`src/rtl/blood_pkg.sv`:
```
// Shared constants, state encoding and origin clamp helper
// for the blood-splash sprite renderer.
package blood_pkg;

    localparam int SPRITE_W = 64;
    localparam int SPRITE_H = 64;
    localparam int COLOR_W  = 12;
    localparam int COORD_W  = 10;
    localparam int CLAMP_W  = COORD_W + 1;

    localparam logic [COLOR_W-1:0] KEY_COLOR = 12'h000;

    typedef enum logic [1:0] {
        IDLE,
        SHOW,
        BLINK
    } state_t;

    // Centre the sprite on c; negative origins pin to 0, large ones to lim.
    function automatic logic [COORD_W-1:0] clamp_origin(
        input logic [COORD_W-1:0] c,
        input logic [COORD_W-1:0] lim
    );
        logic signed [CLAMP_W-1:0] s;
        s = $signed({1'b0, c}) - $signed(CLAMP_W'(SPRITE_W / 2));
        if (s < 0)
            return '0;
        else if (s > $signed({1'b0, lim}))
            return lim;
        else
            return s[COORD_W-1:0];
    endfunction

endpackage

```
`src/rtl/splash_anim_fsm.sv`:
```
// Hit latch and frame-paced show/blink animation control.
// Origin changes only on frame_tick so a frame never tears.
module splash_anim_fsm
    import blood_pkg::*;
#(
    parameter int H_ACTIVE     = 640,
    parameter int V_ACTIVE     = 480,
    parameter int HOLD_FRAMES  = 30,
    parameter int BLINK_FRAMES = 32
) (
    input  logic               clk,
    input  logic               reset_n,
    input  logic               frame_tick,
    input  logic               hit,
    input  logic [COORD_W-1:0] hit_x,
    input  logic [COORD_W-1:0] hit_y,
    output logic [COORD_W-1:0] ox,
    output logic [COORD_W-1:0] oy,
    output logic               vis,
    output logic               busy
);

    localparam int MAX_F = (HOLD_FRAMES > BLINK_FRAMES) ? HOLD_FRAMES : BLINK_FRAMES;
    localparam int CNT_W = ($clog2(MAX_F) < 3) ? 3 : $clog2(MAX_F);

    localparam logic [CNT_W-1:0]   HOLD_LAST  = CNT_W'(HOLD_FRAMES - 1);
    localparam logic [CNT_W-1:0]   BLINK_LAST = CNT_W'(BLINK_FRAMES - 1);
    localparam logic [COORD_W-1:0] X_LIM      = COORD_W'(H_ACTIVE - SPRITE_W);
    localparam logic [COORD_W-1:0] Y_LIM      = COORD_W'(V_ACTIVE - SPRITE_H);

    state_t             state, state_n;
    logic [CNT_W-1:0]   cnt, cnt_n;
    logic [COORD_W-1:0] ox_n, oy_n;
    logic [COORD_W-1:0] px, py, px_n, py_n;
    logic               pend, pend_n;

    // State, frame counter, active and pending origin registers
    always_ff @(posedge clk or negedge reset_n) begin
        if (!reset_n) begin
            state <= IDLE;
            cnt   <= '0;
            ox    <= '0;
            oy    <= '0;
            px    <= '0;
            py    <= '0;
            pend  <= 1'b0;
        end else begin
            state <= state_n;
            cnt   <= cnt_n;
            ox    <= ox_n;
            oy    <= oy_n;
            px    <= px_n;
            py    <= py_n;
            pend  <= pend_n;
        end
    end

    // Frame-tick sequencing; a hit in the same cycle re-arms pending
    always_comb begin
        state_n = state;
        cnt_n   = cnt;
        ox_n    = ox;
        oy_n    = oy;
        px_n    = px;
        py_n    = py;
        pend_n  = pend;
        if (frame_tick) begin
            if (pend) begin
                ox_n    = px;
                oy_n    = py;
                pend_n  = 1'b0;
                state_n = SHOW;
                cnt_n   = '0;
            end else begin
                unique case (state)
                    IDLE: ;
                    SHOW: begin
                        if (cnt == HOLD_LAST) begin
                            state_n = BLINK;
                            cnt_n   = '0;
                        end else begin
                            cnt_n = cnt + 1'b1;
                        end
                    end
                    BLINK: begin
                        if (cnt == BLINK_LAST) begin
                            state_n = IDLE;
                            cnt_n   = '0;
                        end else begin
                            cnt_n = cnt + 1'b1;
                        end
                    end
                    default: ;
                endcase
            end
        end
        if (hit) begin
            px_n   = clamp_origin(hit_x, X_LIM);
            py_n   = clamp_origin(hit_y, Y_LIM);
            pend_n = 1'b1;
        end
    end

    // Blink alternates 4 frames on, 4 frames off
    always_comb begin
        vis  = (state == SHOW) | ((state == BLINK) & ~cnt[2]);
        busy = (state != IDLE) | pend;
    end

endmodule

```
`src/rtl/blood_splash_renderer.sv`:
```
// Blood-splash sprite address generator and keyed compositor.
// Output lags x/y/video_on by 2 clocks to cover the ROM read.
module blood_splash_renderer
    import blood_pkg::*;
#(
    parameter int                 H_ACTIVE     = 640,
    parameter int                 V_ACTIVE     = 480,
    parameter int                 HOLD_FRAMES  = 30,
    parameter int                 BLINK_FRAMES = 32,
    parameter logic [COLOR_W-1:0] KEY_COLOR    = blood_pkg::KEY_COLOR
) (
    input  logic               clk,
    input  logic               reset_n,
    input  logic [COORD_W-1:0] x,
    input  logic [COORD_W-1:0] y,
    input  logic               video_on,
    input  logic               frame_tick,
    input  logic               hit,
    input  logic [COORD_W-1:0] hit_x,
    input  logic [COORD_W-1:0] hit_y,
    output logic [5:0]         rom_row,
    output logic [5:0]         rom_col,
    input  logic [COLOR_W-1:0] rom_data,
    output logic               sprite_on,
    output logic [COLOR_W-1:0] rgb,
    output logic               busy
);

    logic [COORD_W-1:0] ox, oy;
    logic [COORD_W-1:0] dx, dy;
    logic               vis;
    logic               in_box;
    logic               in_box_d1;
    logic               opaque;

    splash_anim_fsm #(
        .H_ACTIVE     (H_ACTIVE),
        .V_ACTIVE     (V_ACTIVE),
        .HOLD_FRAMES  (HOLD_FRAMES),
        .BLINK_FRAMES (BLINK_FRAMES)
    ) u_anim (
        .clk        (clk),
        .reset_n    (reset_n),
        .frame_tick (frame_tick),
        .hit        (hit),
        .hit_x      (hit_x),
        .hit_y      (hit_y),
        .ox         (ox),
        .oy         (oy),
        .vis        (vis),
        .busy       (busy)
    );

    // Box test and ROM address; address parks at 0 outside the sprite
    always_comb begin
        dx     = x - ox;
        dy     = y - oy;
        in_box = video_on & vis
               & (x >= ox) & (dx < COORD_W'(SPRITE_W))
               & (y >= oy) & (dy < COORD_W'(SPRITE_H));
        rom_row = in_box ? dy[5:0] : 6'd0;
        rom_col = in_box ? dx[5:0] : 6'd0;
    end

    assign opaque = in_box_d1 & (rom_data != KEY_COLOR);

    // Align the box flag with ROM data, then register keyed colour
    always_ff @(posedge clk or negedge reset_n) begin
        if (!reset_n) begin
            in_box_d1 <= 1'b0;
            sprite_on <= 1'b0;
            rgb       <= '0;
        end else begin
            in_box_d1 <= in_box;
            sprite_on <= opaque;
            rgb       <= opaque ? rom_data : '0;
        end
    end

endmodule

```
`config.mk`:
```
export PLATFORM = sky130hd
export DESIGN_NAME = blood_splash_renderer
export DESIGN_NICKNAME = d
export VERILOG_FILES = /design/src/rtl/blood_pkg.sv /design/src/rtl/splash_anim_fsm.sv /design/src/rtl/blood_splash_renderer.sv
export SDC_FILE = /design/constraint.sdc
export NUM_CORES = 1
export LEC_CHECK = 0
export BUFFER_PORTS_ARGS = -buffer_cell sky130_fd_sc_hd__buf_4
export CELL_PAD_IN_SITES_DETAIL_PLACEMENT = 2
export CELL_PAD_IN_SITES_GLOBAL_PLACEMENT = 2
export CORE_MARGIN = 2
export CORE_UTILIZATION = 31
export CTS_BUF_LIST = sky130_fd_sc_hd__clkbuf_2 sky130_fd_sc_hd__clkbuf_4 sky130_fd_sc_hd__clkbuf_8
export DETAILED_ROUTE_END_ITERATION = 7
export GPL_TIMING_DRIVEN = 0
export PLACE_DENSITY_LB_ADDON = 0.1
export REMOVE_ABC_BUFFERS = 1
export SLEW_MARGIN = 20
export SYNTH_ARGS = -nofsm -noshare
export SYNTH_HDL_FRONTEND = slang
export SYNTH_HIERARCHICAL = 1
export SYNTH_SLANG_ARGS = --single-unit
```
`constraint.sdc`:
```
create_clock -name clk -period 3.3 [get_ports clk]
set_clock_uncertainty 0.05 [all_clocks]
set_input_delay 0.66 -clock clk [delete_from_list [all_inputs] [get_ports clk]]
set_output_delay 0.66 -clock clk [all_outputs]
set_load 0.02 [all_outputs]
```
# After elaboration in Yosys (flattened, before gate mapping)
# Index checks and enable logic that the tools add are counted.
# W data, S select, Z words.
[classes] n_addsub=5 mul=0 n_div=0 order_cmp=8 eq_ne=6 shifts=0 n_mux=17 n_bitwise=10 reduce_logical=7
[op_table] op="$mux W10" count=4
[op_table] op="$lt A11 B1 Y1 const B" count=2
[op_table] op="$sub A10 B6 Y11 const B" count=2
[op_table] op="$ge A10 B10 Y1" count=2
[op_table] op="$lt A10 B7 Y1 const B" count=2
[op_table] op="$sub A10 B10 Y10" count=2
[op_table] op="$mux W5" count=3
[op_table] op="$mux W12" count=1
[op_table] op="$mux W6" count=2
[op_table] op="$reduce_bool A12 Y1" count=1
[op_table] op="$gt A11 B10 Y1 const B" count=1
[op_table] op="$gt A11 B11 Y1 const B" count=1
[op_table] op="$eq A5 B5 Y1 const B" count=2
[op_table] op="$pmux W5 S2" count=1
[op_table] op="$and A1 B1 Y1" count=7
[op_table] op="$mux W2" count=3
[op_table] op="$ne A3 B1 Y1 const B" count=2
[op_table] op="$add A5 B1 Y5 const B" count=1
[op_table] op="$pmux W2 S2" count=1
[op_table] op="$reduce_and A2 Y1" count=2
[op_table] op="$reduce_and A4 Y1" count=1
[op_table] op="$reduce_bool A2 Y1" count=2
[op_table] op="$reduce_bool A3 Y1" count=1
[op_table] op="$eq A2 B1 Y1 const B" count=1
[op_table] op="other kinds (4)" count=6
[word_totals] reg_bits=62 latch_bits=0 mem_bits_rw=0 mem_bits_ro=0 inputBits=57 out_inout_bits=26 wordCells=63 memories=0

# Logic depth before layout (Yosys ltp)
# Gate-level depths: netlist of run 1.
[depth] ltp_word=9 depth_mapped=11 mapped_depth_nobuf=10

# Cells and area by module
# The synthesis of run 1 kept the hierarchy.
[by_module_without_submodules] mod="splash_anim_fsm" instances=1 cells_each=233 area_each_um2=2332.2 seq_area_each_um2=1201.2
[by_module_without_submodules] mod="blood_splash_renderer" instances=1 cells_each=216 area_each_um2=1780.5 seq_area_each_um2=350.3

# Worst setup path after synthesis of run 1
# Ideal clock, no wire load.
[synth_timing] path_type="in2out" start="input y[0]" end="output rom_row[5]" arrival_ns=3.078 t_required_ns=2.590 slack_ns=-0.488 cell_stages=10 cell_sequence="inv_1 -> ha_1 -> inv_1 -> fa_1 -> a211oi_2 -> nor2_1 -> a221oi_1 -> xor2_1 -> nand4_2 -> nor4b_1"
[synth_via] elab_chain_len=4
[synth_lines] item="from (decl)" line_no="blood_splash_renderer.sv:15" text="input logic [COORD_W-1:0] y,"
[synth_lines] item="$sub A10 B10 Y10 or $ge A10 B10 Y1 (tied branches)" line_no="blood_splash_renderer.sv:57, blood_splash_renderer.sv:60"
[synth_lines] item="$lt A10 B7 Y1 or $and A1 B1 Y1 (tied branches)" line_no="blood_splash_renderer.sv:60" text="& (y >= oy) & (dy < COORD_W'(SPRITE_H));"
[synth_lines] item="$and A1 B1 Y1" line_no="blood_splash_renderer.sv:60"
[synth_lines] item="$mux W6 (*)" line_no="blood_splash_renderer.sv:61" text="rom_row = in_box ? dy[5:0] : 6'd0;"
[synth_lines] item="to (decl)" line_no="blood_splash_renderer.sv:21" text="output logic [5:0] rom_row,"
# Every way passes the cells marked *; elsewhere a longest branch is shown, timed or not.

# Final worst setup path of run 1
# Ends and elaborated chain as after synthesis.

==> metrics, run 1 <==
outcome=complete, but fails checks; Die Height=119 um; Initial Util=31.4%; Critical Path AT=3.00 ns; Yosys top cell by area=dfrtp_1; std cell rows=42; WS Path Type=in2out; H-tree depth=3; CTS clk-pin slew, worst paths=0.08 ns; Pleak=around 2.6 nW; Tmin final=3.71 ns; Power Density=473 nW/um2; first-pass GRT wire length=21.2 mm; DRT iter0 DRCs=120; post-DP HPWL=8.86 mm; worst slew pin tran=0.839 ns; syn_area_per_cell=about 9 um2; Post-Place Worst Slack=-0.940 ns; WL final=13.4 mm; maximum root-to-sink buffer count=2; Synth top cells by count=dfrtp_1 (62), inv_1 (57), o21ai_0 (29), ha_1 (26), nand2_1 (26); Syn Inst Count=449; most used standard cell by instance count after synthesis=dfrtp_1; Worst VDD drop=0.356 mV; Vias=around 3800; Netlist cell types=around 70; Core ar.=between 10000 and 15000 um2; fill cell count=around 1400; Die Area=14200 um2; drt pass-1 iters=4; Slew headroom=44.1%; EDFF count, synth=0; Via density=5.20; initial antenna violation count=0; DR DRC count=0; die width=119 um; ys async rst share=100%; Total GRT Usage=19.0%; final std cells w/o fill=between 700 and 800; Worst Setup End Kind=output pin; GR Overflow Total=0; Avg WL per Cell=18.3 um; Worst Path Required=~2.6 ns; Yosys reg bits=62; Worst Hold Class=in2async; PnR worst setup slack=-0.407 ns; # clock sinks=62; largest net degree at the start of global routing=63; Final ANT Viol Nets=0; layout cell share with drive strength beyond 1=36.0%; Main synth FF type=dfrtp_1; failing checks=negative setup slack; antenna fix cells=0; RSZ-0062 raised after global routing=yes; Crit Path Max Fanout=5; Layout Area Growth over Synthesis=39.6%; Pwr Total=2.71 mW; I/O Buffers=82; register area share after synthesis=37.7%; Synth top area share=37.7%; CTS Root Cell=clkbuf_8; final period utilization=112%; number of global-route vias before repair=4145; CTS tree=done; I/O pin cnt=83; yosys warns=6; Max Freq=270 MHz; cts bufs inserted=9; Placer Congestion=0.762; Max-cap violations=0; placed insts=688; critical path launch point type=input port; Nets=about 640; Final Hold Viols=0; top cells by area, synth=dfrtp_1 (38%), ha_1 (7.9%), inv_1 (5.2%), o21ai_0 (3.5%), mux2_2 (3.3%); Skew-Pair Late Insertion Delay=~0.36 ns; synthesized cell area=4110 um2; # setup viols final=12; final hold slack=0.328 ns; pins over their slew limit=0
## timing repair
item                                    4_1_cts  5_1_grt
resized for setup                            48       35
hold buffers                                  0        0
endpoints found under the setup margin       12       12
pin swaps                                    23       27
gates cloned                                  1        0
setup buffers                                14       12
## worst max-delay path, stage by stage
cell	delay, ns
buf_6	0.09
inv_2	0.06
ha_4	0.13
inv_2	0.03
fa_2	0.34
a211oi_2	0.25
nor2_2	0.07
a221oi_2	0.25
xor2_1	0.29
nand4_4	0.16
buf_12	0.19
nor4b_4	0.28
buf_4	0.19
## cells by family after synthesis
logic type / count (synthesis) / share of synthesized area (%)
simple gates: 139 / 20.0
compound gates: 116 / 19.3
buf+inv: 77 / 7.39
flops: 62 / 37.7
fa+ha+maj: 28 / 8.88
mux: 15 / 4.05
xor+xnor: 12 / 2.56
## cell usage in the layout, fill, tap and decap left out, drive strengths merged, types with 4 or more instances in the layout
| cell | Yosys | layout |
|---|---|---|
| a211oi | 8 | 8 |
| a31oi | 10 | 10 |
| nand2b | 9 | 9 |
| a21o | 6 | 6 |
| nor2b | 12 | 12 |
| inv | 58 | 58 |
| ha | 26 | 26 |
| nand2 | 26 | 26 |
| or3 | 5 | 5 |
| nor3 | 8 | 8 |
| nand3 | 5 | 5 |
| xnor2 | 5 | 5 |
| and2 | 13 | 13 |
| clkbuf | 11 | 10 |
| buf | 8 | 109 |
| nor4 | 16 | 16 |
| o211ai | 4 | 4 |
| nor3b | 4 | 4 |
| a21oi | 16 | 16 |
| xor2 | 7 | 7 |
| dfrtp | 62 | 62 |
| nor2 | 18 | 18 |
| mux2 | 13 | 13 |
| o22ai | 12 | 12 |
| nand4 | 9 | 9 |
| o21ai | 33 | 33 |
## flip-flops by register name, summed over array words and instances, names as in the netlist
signal / count
in_box_d1: 1
rgb: 12
sprite_on: 1
u_anim/cnt: 5
u_anim/ox: 10
u_anim/oy: 10
u_anim/pend: 1
u_anim/px: 10
u_anim/py: 10
u_anim/state: 2
## stage by stage
stage	utilization (%)	cell area, um2	setup TNS (ns)
detailed placement	37.2	4860	-9.96
global route	43.9	5740	-5.89
CTS	41.9	5480	-4.77
global placement	37.2	4860	-9.17
floorplan	-	4030	-5.88
finish	43.9	5740	-4.38
## cell type report
class | instances | area (um2) | share of cell area [%]
multi-input cells | 310 | 2620 | 45.6
clock buffers | 10 | 131 | 2.29
well taps | 176 | 220 | 3.84
inverters | 58 | 220 | 3.84
repair buffers | 109 | 910 | 15.8
clock inverters | 6 | 86.3 | 1.50
flip-flops and latches | 62 | 1550 | 27.1
## per-layer routing
layer | up-vias | routed length [um] | global-route usage [%]
met1 | 1905 | 6000 | 24.3
met4 | 0 | 256 | 5.95
li1 | 1801 | - | -
met2 | 76 | 6530 | 31.0
met5 | - | 0 | 0
met3 | 20 | 607 | 5.51
## path summary, 6_finish.rpt
path,from,endpoint,slack (ns),depth (start not counted)
worst max-delay path,y[0],rom_row[5],-0.41,13
worst min register to register,u_anim/oy[6],u_anim/oy[6],0.44,2
worst min-delay path,reset_n,u_anim/oy[0],0.33,1
min in group clk,u_anim/oy[6],u_anim/oy[6],0.44,2
worst max register to register,u_anim/oy[3],in_box_d1,0.52,10
max in group asynchronous,reset_n,u_anim/ox[4],2.29,1
## power breakdown
| part | switching, mW | internal, mW |
|---|---|---|
| clock network | 0.324 | 0.432 |
| logic | 0.621 | 0.470 |
| registers | 0.0376 | 0.828 |
(Power assumes the default switching activity.)
==> run 2: changes to the inputs <==
Settings changed: ABC_AREA set to 1, CORE_UTILIZATION 31 to 29.
==> metrics, run 2 <==
number of global-route vias before repair=4161 (was 4145); Initial Util=29.8% (was 31.4%); Pleak=3.00 nW (was 2.62 nW); maximum root-to-sink buffer count=2 (unchanged); Syn Inst Count=549 (was 449); Clk pwr share=28.4% (was 27.9%); post-DP HPWL=9.52 mm (was 8.86 mm); WS Path Type=in2out (unchanged); Final Hold Viols=0 (unchanged); WL final=12.3 mm (was 13.4 mm); max FFs per register=12 (unchanged); Die Area=15300 um2 (was 14200 um2); synthesized cell area=4160 um2 (was 4110 um2); combinational power share=37.3% (was 40.2%); cts bufs inserted=9 (unchanged); most used standard cell by instance count after synthesis=nand2_1 (was dfrtp_1); CTS clk-pin slew, worst paths=0.08 ns (about the same); largest family of logic cells by synthesized area=simple AND/OR/NAND/NOR gates (unchanged); critical path launch point type=input port (unchanged); Worst VDD drop=0.269 mV (was 0.356 mV); CP most frequent cell=nand2_2 (was inv_2); # setup viols final=0 (was 12); Flop pwr share=34.3% (was 31.9%); crit-path cells=buf_6, inv_4, ha_4, inv_4, fa_2, nand2_2, nand2_4, nand3_2, nand2_2, nand2_2, nand2_2, nor2_2, nand2_2, nor2_4, buf_6, nand3_4, nor2_4, buf_6 (was buf_6, inv_2, ha_4, inv_2, fa_2, a211oi_2, nor2_2, a221oi_2, xor2_1, nand4_4, buf_12, nor4b_4, buf_4); Tmin final=3.28 ns (was 3.71 ns); Placer Congestion=0.801 (was 0.762); met3 wire len=614 um (was 607 um); Worst Path Required=2.59 ns (about the same); ys async rst share=100% (unchanged); H-tree depth=3 (unchanged); Die Height=124 um (was 119 um); Max Freq=305 MHz (was 270 MHz); Crit Path Max Fanout=6 (was 5); metal2 WL=5.99 mm (was 6.53 mm); Synth top cells by count=nand2_1 (152), inv_1 (98), dfrtp_1 (62), nor2_1 (50), nand3_1 (27) (was dfrtp_1 (62), inv_1 (57), o21ai_0 (29), ha_1 (26), nand2_1 (26)); commonest non-fill, non-tap cells in the layout=nand2_1 (139), inv_1 (94), buf_4 (83) (was buf_4 (96), dfrtp_1 (60), inv_1 (52)); DRT iter0 DRCs=180 (was 120); worst slew pin tran=0.792 ns (was 0.839 ns); Final ANT Viol Nets=0 (unchanged); layout cell share with drive strength beyond 1=32.7% (was 36.0%); Synth top area share=37.3% (was 37.7%); Yosys top cell by area=dfrtp_1 (unchanged); CP max stage cell=fa_2 (unchanged); wire length on met1=5.53 mm (was 6.00 mm); CTS Root Cell=clkbuf_8 (unchanged); Worst Hold Class=in2async (unchanged); # clock sinks=62 (unchanged); Switching Share=35.8% (was 36.2%); EDFF count, synth=0 (unchanged); initial antenna violation count=0 (unchanged); complex-gate fraction of the synthesized area=5.15% (was 19.3%); Skew-Pair Late Insertion Delay=0.36 ns (about the same); Synth Area in Simple Gates=30.1% (was 20.0%); Power Density=464 nW/um2 (was 473 nW/um2); Slew headroom=47.2% (was 44.1%); PnR worst setup slack=0.0236 ns (was -0.407 ns); leading cell type in the layout, fill and taps excluded=nand2_1 (was buf_4); largest net degree at the start of global routing=63 (unchanged); DR DRC count=0 (unchanged); fraction of synthesized area in multiplexers=5.51% (was 4.05%); FF-to-FF path depth=17 (was 10); Post-Place Worst Slack=-0.443 ns (was -0.940 ns); Layout Area Growth over Synthesis=36.4% (was 39.6%); R2R setup slack=0.91 ns (was 0.52 ns); r2r endpoint=in_box_d1 (unchanged); CTS tree=done (unchanged); Critical Path AT=2.57 ns (was 3.00 ns); Sw Pwr=0.944 mW (was 0.983 mW); Worst Setup End Kind=output pin (unchanged); std cell rows=43 (was 42); internal power=1.69 mW (was 1.73 mW); drt pass-1 iters=4 (unchanged); final period utilization=99.3% (was 112%); die width=124 um (was 119 um); Max-cap violations=0 (unchanged); adder-cell share of the synthesized area=8.79% (was 8.88%); r2r startpoint=u_anim/oy[0] (was u_anim/oy[3]); antenna fix cells=0 (unchanged); outcome=complete, no violations (was complete, but fails checks); yosys warns=6 (unchanged); Worst Path Buf+Inv=5 (unchanged); Vias=3791 (was 3802); first-pass GRT wire length=20.3 mm (was 21.2 mm); Main synth FF type=dfrtp_1 (unchanged); critical path's top delay family=simple AND/OR/NAND/NOR gates (was buffers and inverters); Avg WL per Cell=14.6 um (was 18.3 um); syn_area_per_cell=7.57 um2 (was 9.16 um2); pins over their slew limit=0 (unchanged); Netlist cell types=34 (was 68); Nets=738 (was 635); I/O Buffers=82 (unchanged); Via density=4.52 (was 5.20); final std cells w/o fill=838 (was 731); Yosys reg bits=62 (unchanged); register area share after synthesis=37.3% (was 37.7%); Synth Area in XOR/XNOR=2.53% (was 2.56%); Core ar.=13900 um2 (was 13100 um2); top cells by area, synth=dfrtp_1 (37%), nand2_1 (14%), inv_1 (8.9%), ha_1 (7.8%), nor2_1 (4.5%) (was dfrtp_1 (38%), ha_1 (7.9%), inv_1 (5.2%), o21ai_0 (3.5%), mux2_2 (3.3%)); Largest Register=rgb (unchanged); Total GRT Usage=17.0% (was 19.0%); top sig layer=met4 (unchanged); CP peak stage delay=0.35 ns (was 0.34 ns); placed insts=806 (was 688); I/O pin cnt=83 (unchanged); RSZ-0062 raised after global routing=yes (unchanged); GR Overflow Total=0 (unchanged)
## run 2: how the worst max path moves through the flow
stage / from / end / slack [ns] / cells after the start
3_3_place_gp: y[0] / rom_row[0] / -0.37 / 17
2_1_floorplan: y[0] / rom_col[5] / 0.06 / 15
3_5_place_dp: y[0] / rom_row[5] / -0.44 / 17
6_report: y[0] / rom_col[2] / 0.02 / 18
5_1_grt: u_anim/oy[0] / rom_col[2] / -0.12 / 16
4_1_cts: u_anim/ox[0] / rom_col[4] / -0.08 / 16
## run 2: per-layer routing
layer	GRT usage, %	vias to the layer above
met2	28.9	61
li1	-	1904
met4	4.90	0
met3	4.35	8
met1	21.3	1818
met5	0	-
## run 2: area by class of cell
| cell class | count | area (um2) |
|---|---|---|
| Sequential cell | 62 | 1550 |
| Inverter | 106 | 408 |
| Timing Repair Buffer | 97 | 790 |
| Multi-Input combinational cell | 377 | 2480 |
| Tap cell | 180 | 225 |
| Clock buffer | 10 | 131 |
| Clock inverter | 6 | 86.3 |
| Fill cell | 1610 | 8270 |
## run 2: power groups by stage
stage               logic (mW)  clock network [mW]  registers, mW
finish                   0.981               0.749          0.903
global route              1.11               0.810          0.917
CTS                      0.902               0.777          0.905
detailed placement       0.814                   0          0.917
global placement         0.776                   0          0.910
floorplan                0.568                   0          0.895
## run 2: metrics by stage
step	TNS [ns]	cell area, um2	utilization, %	hold WS, ns	power [mW]
finish	0	5670	40.7	0.320	2.63
global route	-0.898	5670	40.7	0.372	2.83
CTS	-0.807	5460	39.1	0.355	2.58
detailed placement	-4.86	4960	35.6	0.419	1.73
global placement	-4.15	4960	35.6	0.405	1.69
floorplan	0	4120	-	0.314	1.46
## run 2: cell families (layout without fill, tap and decap cells)
logic type | Yosys count | count (layout)
compound gates | 38 | 38
simple gates | 281 | 282
xor+xnor | 12 | 12
mux | 17 | 17
flops | 62 | 62
fa+ha+maj | 28 | 28
buf+inv | 111 | 219
## run 2: repair_timing
item | in CTS | in global routing
pin swaps | 20 | 17
setup endpoints to repair | 12 | 12
hold buffers | 0 | 0
gates resized for setup | 48 | 36
gates cloned | 1 | 0
setup buffers | 10 | 5
